File: src/rtl/fp12_pkg.sv
// Shared definitions for the 12-bit floating-point sequential multiplier.
// Format: {sign, exp[3:0], mant[6:0]} with a hidden leading 1; every encoding is normalized.
// Contents: field widths, default exponent bias, derived significand/product widths and the
// controller state type.
package fp12_pkg;

  localparam int unsigned EXP_W    = 4;
  localparam int unsigned MAN_W    = 7;
  localparam int unsigned WORD_W   = 12;
  localparam int unsigned BIAS_DEF = 7;

  // Significand includes the hidden 1; the product is the full double-width result.
  localparam int unsigned SIG_W  = MAN_W + 1;
  localparam int unsigned PROD_W = 2 * SIG_W;

  typedef enum logic [1:0] {
    StIdle,
    StMul,
    StNorm,
    StDone
  } state_e;

endpackage

File: src/rtl/fp12_normalize.sv
// Combinational normalization stage of fp12_mul_seq.
// Takes the original operands (for signs and exponents) and the raw 16-bit significand
// product, and forms the packed result together with exponent overflow/underflow flags.
// Mantissa is truncated, never rounded.
// Build option: FP12_MUL_SAT_EN -- when defined, an out-of-range exponent saturates the
// result (max magnitude on overflow, signed zero on underflow); otherwise the exponent
// field wraps to the low 4 bits of the computed exponent. Flags are reported either way.
// Ports:
//   x_i, y_i  operands {sign, exp, mant}
//   prod_i    unsigned product of the two 8-bit significands
//   z_o       packed result
//   ovf_o     computed exponent above 15
//   unf_o     computed exponent below 0
module fp12_normalize
  import fp12_pkg::*;
#(
  parameter int unsigned BIAS = BIAS_DEF
) (
  input  logic [WORD_W-1:0] x_i,
  input  logic [WORD_W-1:0] y_i,
  input  logic [PROD_W-1:0] prod_i,
  output logic [WORD_W-1:0] z_o,
  output logic              ovf_o,
  output logic              unf_o
);

  localparam logic [5:0] BiasE = 6'(BIAS);

  logic             sign;
  logic             top;
  logic [5:0]       exp_s;
  logic [MAN_W-1:0] mant;

  always_comb begin
    sign = x_i[WORD_W-1] ^ y_i[WORD_W-1];
    top  = prod_i[PROD_W-1];
    // 6-bit two's complement: range -7..24 for the default bias, so no aliasing.
    exp_s = {2'b00, x_i[WORD_W-2:MAN_W]} + {2'b00, y_i[WORD_W-2:MAN_W]}
          + {5'b00000, top} - BiasE;
    mant  = top ? prod_i[PROD_W-2:SIG_W] : prod_i[PROD_W-3:SIG_W-1];
    unf_o = exp_s[5];
    ovf_o = ~exp_s[5] & exp_s[4];
`ifdef FP12_MUL_SAT_EN
    if (ovf_o) begin
      z_o = {sign, 4'hF, 7'h7F};
    end else if (unf_o) begin
      z_o = {sign, 11'h000};
    end else begin
      z_o = {sign, exp_s[3:0], mant};
    end
`else
    z_o = {sign, exp_s[3:0], mant};
`endif
  end

endmodule

File: src/rtl/fp12_mul_seq.sv
// Sequential 12-bit floating-point multiplier.
// Accepts one operand pair in IDLE, runs eight shift-add iterations (one per cycle,
// multiplier LSB first), normalizes in one cycle, then holds the result until taken.
// out_valid rises 9 cycles after the acceptance edge.
// Build option: FP12_MUL_SAT_EN (see fp12_normalize) selects saturation of z on
// exponent overflow/underflow instead of wrap-around.
// Ports:
//   clk, rst_n           clock, asynchronous active-low reset
//   in_valid / in_ready  operand handshake; in_ready only in IDLE
//   x, y                 operands {sign, exp[3:0], mant[6:0]}
//   out_valid/out_ready  result handshake; z/ovf/unf stable while out_valid
//   z, ovf, unf          product and exponent overflow/underflow flags
//   busy                 any state other than IDLE
module fp12_mul_seq
  import fp12_pkg::*;
#(
  parameter int unsigned BIAS = BIAS_DEF
) (
  input  logic              clk,
  input  logic              rst_n,
  input  logic              in_valid,
  output logic              in_ready,
  input  logic [WORD_W-1:0] x,
  input  logic [WORD_W-1:0] y,
  output logic              out_valid,
  input  logic              out_ready,
  output logic [WORD_W-1:0] z,
  output logic              ovf,
  output logic              unf,
  output logic              busy
);

  state_e            state_q, state_d;
  logic [2:0]        cnt_q, cnt_d;
  logic [PROD_W-1:0] acc_q, acc_d;
  logic [WORD_W-1:0] x_q, x_d, y_q, y_d;
  logic [WORD_W-1:0] z_q, z_d;
  logic              ovf_q, ovf_d, unf_q, unf_d;

  logic [SIG_W-1:0]  sig_x, sig_y;
  logic [WORD_W-1:0] norm_z;
  logic              norm_ovf, norm_unf;

  assign sig_x = {1'b1, x_q[MAN_W-1:0]};
  assign sig_y = {1'b1, y_q[MAN_W-1:0]};

  fp12_normalize #(
    .BIAS (BIAS)
  ) u_normalize (
    .x_i    (x_q),
    .y_i    (y_q),
    .prod_i (acc_q),
    .z_o    (norm_z),
    .ovf_o  (norm_ovf),
    .unf_o  (norm_unf)
  );

  always_comb begin
    state_d = state_q;
    cnt_d   = cnt_q;
    acc_d   = acc_q;
    x_d     = x_q;
    y_d     = y_q;
    z_d     = z_q;
    ovf_d   = ovf_q;
    unf_d   = unf_q;
    case (state_q)
      StIdle: begin
        if (in_valid) begin
          x_d     = x;
          y_d     = y;
          cnt_d   = 3'd0;
          acc_d   = '0;
          state_d = StMul;
        end
      end
      StMul: begin
        if (sig_y[cnt_q]) begin
          acc_d = acc_q + ({{SIG_W{1'b0}}, sig_x} << cnt_q);
        end
        cnt_d = cnt_q + 3'd1;
        if (cnt_q == 3'(SIG_W - 1)) begin
          state_d = StNorm;
        end
      end
      StNorm: begin
        z_d     = norm_z;
        ovf_d   = norm_ovf;
        unf_d   = norm_unf;
        state_d = StDone;
      end
      StDone: begin
        if (out_ready) begin
          state_d = StIdle;
        end
      end
      default: state_d = StIdle;
    endcase
  end

  always_ff @(posedge clk or negedge rst_n) begin
    if (!rst_n) begin
      state_q <= StIdle;
      cnt_q   <= 3'd0;
      acc_q   <= '0;
      x_q     <= '0;
      y_q     <= '0;
      z_q     <= '0;
      ovf_q   <= 1'b0;
      unf_q   <= 1'b0;
    end else begin
      state_q <= state_d;
      cnt_q   <= cnt_d;
      acc_q   <= acc_d;
      x_q     <= x_d;
      y_q     <= y_d;
      z_q     <= z_d;
      ovf_q   <= ovf_d;
      unf_q   <= unf_d;
    end
  end

  assign in_ready  = (state_q == StIdle);
  assign busy      = (state_q != StIdle);
  assign out_valid = (state_q == StDone);
  assign z         = z_q;
  assign ovf       = ovf_q;
  assign unf       = unf_q;

endmodule

File: config.mk
export PLATFORM = sky130hd
export DESIGN_NAME = fp12_mul_seq
export DESIGN_NICKNAME = d
export VERILOG_FILES = /design/src/rtl/fp12_pkg.sv /design/src/rtl/fp12_normalize.sv /design/src/rtl/fp12_mul_seq.sv
export SDC_FILE = /design/constraint.sdc
export NUM_CORES = 1
export LEC_CHECK = 0
export BUFFER_PORTS_ARGS = -buffer_cell sky130_fd_sc_hd__clkbuf_2
export CAP_MARGIN = 20
export CORE_ASPECT_RATIO = 1.25
export CORE_UTILIZATION = 53
export CTS_CLUSTER_DIAMETER = 100
export DETAILED_ROUTE_END_ITERATION = 7
export GPL_TIMING_DRIVEN = 0
export PLACE_DENSITY_LB_ADDON = 0.2
export SYNTH_ARGS = -nofsm -noshare
export SYNTH_HDL_FRONTEND = slang
export SYNTH_HIERARCHICAL = 1
export SYNTH_SLANG_ARGS = --single-unit
export TNS_END_PERCENT = 30
File: constraint.sdc
create_clock -name clk -period 2.9 [get_ports clk]
set_input_delay 0.145 -clock clk [delete_from_list [all_inputs] [get_ports clk]]
set_output_delay 0.145 -clock clk [all_outputs]
set_load 0.01 [all_outputs]
==> run metrics <==
outcome=finished, final reports clean; layout net count=480; total cell area at the placement stage=4090 µm²; Fillers=590; H-tree Lvls=3; P&R area growth vs syn=18.3%; Die X=approximately 77 µm; via count normalized by instance count=5.65; commonest cells in the synthesized netlist=dfrtp_1, mux2_2, ha_1, nand2_1, o21ai_0; Clock transition at path regs=approximately 0.07 ns; Cell Pwr Density=1180 nW/µm²; top fanout value on the critical path=10; CP Class=flip-flop to flip-flop; crit start category=flip-flop; effective utilization at floorplan=0.561; setup-violating endpoint count in the final report=0; max-slew violations=0; most area-hungry cell type in the Yosys netlist=dfrtp_1; Synth Flop Type=dfrtp_1; floorplan die area=roughly 7400 µm²; transition time of the tightest slew-check pin=0.826 ns; final-layout worst hold slack=0.0337 ns; Pint=3.11 mW; switching power share of the total=0.409; Die Span Y=about 96 µm; number of warnings issued by yosys=6; antenna cell count=0; synthesized area=3750 µm²; standard-cell row count=33; Comb pwr share=0.574; Clock Skew=a little under 0.008 ns; arrival time worst endpoint=around 3.0 ns; number of antenna violations at the first check in global routing=0; number of global-route vias before repair=2858; post-synthesis register bit count=59; met1 wire length=3500 µm; total length of routed wires=7940 µm; number of routed nets with antenna violations=0; number of nets in the synthesized netlist=418; clock root buffer master=clkbuf_8; Vias=2896; detailed-router iteration count before antenna repair=4; required time at the endpoint of the critical path=~3.1 ns; latest clock arrival within the worst-skew pair=~0.34 ns; Synth Area per Inst=10.5 µm²; post-layout min period=around 2.8 ns; peak ir drop on the vdd network=approximately 0.67 mV; headroom to the max-slew limit=0.449; max layer used=met4; highest clock frequency the design can meet=363 MHz; Leakage=2.15 nW; class of the most critical hold timing path=primary input to flip-flop; maximum number of pins on one net before global-route repair=60; TritonCTS clock tree=done; input/output buffers=44; final std cell area, no fill=4440 µm²; routed length on met2=approximately 3900 µm; aggregate negative setup slack=0 ns; count of boundary I/O pins=45; most common cell in the synthesized netlist=dfrtp_1; Final HPWL DP=roughly 5700 µm; Worst setup EP type=flip-flop; share of layout cells above drive strength 1=0.333; Cell Count Post-Placement=490; share of the synthesized area in the top cell type=0.393; TritonCTS buffer count=9; proportion of power drawn by flip-flops and latches=0.263; Hold Fails Final Rpt=0; core area=6690 µm²; clock network fraction of design power=0.163; reported net switching power=2.15 mW; Gate Count Post-Synth=359; total congestion overflow after global routing=0; Distinct cells, synth=49; routed wire length on met3=between 300 and 400 µm; portion of the post-synthesis area used by sequential elements=0.393; global-route wire length before repair=13300 µm; number of flops mapped to enable cells by yosys=0; maximum count of clock buffers along a single path=2; max-cap violation count=0; final routed DRC violation total=0; non-filler instance count after layout=513; iteration-0 DRC count of the detailed router=145; cell types with the largest area share after synthesis=dfrtp_1, mux2_2, ha_1; Async S/R FF share, synth=1.00; CTS Sinks=59; final weighted congestion in routability-driven placement=0.970; Total Routing Usage GR=0.233; average detailed-routed wire length per instance=~15 µm; Storage cell area=1480 µm²; area of combinational cells with multiple inputs=2160 µm²; crit share post-route=0.949
## worst max-delay path: stages (launching register included)
cell and delay [ns]:
dfrtp_1 0.36, buf_6 0.14, buf_8 0.14, mux2i_2 0.24, mux2i_1 0.12, mux2_4 0.28
ha_1 0.27, clkbuf_4 0.17, nand4_1 0.13, a211oi_2 0.22, o21ai_1 0.10, a21oi_1 0.20
mux2i_1 0.20, nor3_1 0.07
## area by class of cell
cell class | count | area share
clock buffers | 12 | 0.0327
multi-input cells | 262 | 0.487
flip-flops and latches | 59 | 0.333
clock inverters | 4 | 0.0166
inverters | 23 | 0.0194
plain buffers | 15 | 0.0245
well taps | 87 | 0.0245
repair buffers | 51 | 0.0626
## registers in the layout, indices dropped and copies added (netlist names)
name,cells
x_q,12
ovf,1
state_q,2
y_q,12
acc_q,16
z,12
unf,1
cnt_q,3
## logic make-up after synthesis
logic type,after synthesis,synth area share
AOI/OAI and AO/OA,79,0.134
and+or+nand+nor,76,0.101
muxes,61,0.182
DFF,59,0.393
buffers and inverters,38,0.0470
adders and majority gates,31,0.107
xor gates and xnor gates,15,0.0350
## per-stage QoR
step,power [mW],setup WS (ns),utilization
global placement,4.16,-0.337,0.610
detailed placement,4.24,-0.411,0.611
floorplan,3.57,0.118,-
CTS,5.15,-0.0112,0.649
global route,5.68,-0.0127,0.664
finish,5.26,0.149,0.664
## routing by layer
metal	vias to the layer above	GRT usage
met3	18	0.0531
met1	1401	0.266
met5	-	0
met2	72	0.420
li1	1405	-
met4	0	0.0975
## power by group through the flow
stage          clock network (mW)  logic [mW]  registers [mW]
2_1_floorplan                   0        2.21            1.36
3_3_place_gp                    0        2.79            1.37
3_5_place_dp                    0        2.85            1.39
4_1_cts                     0.858        2.92            1.37
5_1_grt                     0.890        3.36            1.43
6_report                    0.856        3.02            1.38
## worst paths after layout
path,start,endpoint,slack (ns),cells past startpoint
hold reg to reg,y_q[2]$_DFFE_PN0P_,y_q[2]$_DFFE_PN0P_,0.50,1
hold / removal,y[3],y_q[3]$_DFFE_PN0P_,0.03,2
min in group asynchronous,rst_n,acc_q[2]$_DFFE_PN0P_,0.44,2
max in group asynchronous,rst_n,x_q[6]$_DFFE_PN0P_,1.89,2
setup reg to reg,cnt_q[1]$_DFFE_PN0P_,acc_q[15]$_DFFE_PN0P_,0.15,13
setup / recovery,cnt_q[1]$_DFFE_PN0P_,acc_q[15]$_DFFE_PN0P_,0.15,13
## cells in the final DEF, fill, tap and decap left out, types with 4 or more instances in the layout
cell type and instances:
mux2i_1 8, clkbuf_2 45, mux2_2 48, clkbuf_8 10, nor3_1 5, xor2_1 7
buf_6 4, nor2b_1 4, nand3_1 5, xnor2_1 8, o21ai_0 23, buf_4 7
a21oi_1 15, clkbuf_1 6, a21o_1 5, a22o_1 9, nand2b_1 4, nor2_1 11
inv_1 23, o21ai_1 4, ha_1 27, a211oi_2 4, nand2_1 28, dfrtp_1 59
## repair_timing
item,in CTS,in global routing
setup buffers,1,5
gates cloned,0,0
hold endpoints to repair,59,0
setup endpoints to repair,8,9
hold buffers,1,0
pin swaps,1,2
resized for setup,8,23
(Power assumes the default switching activity.)
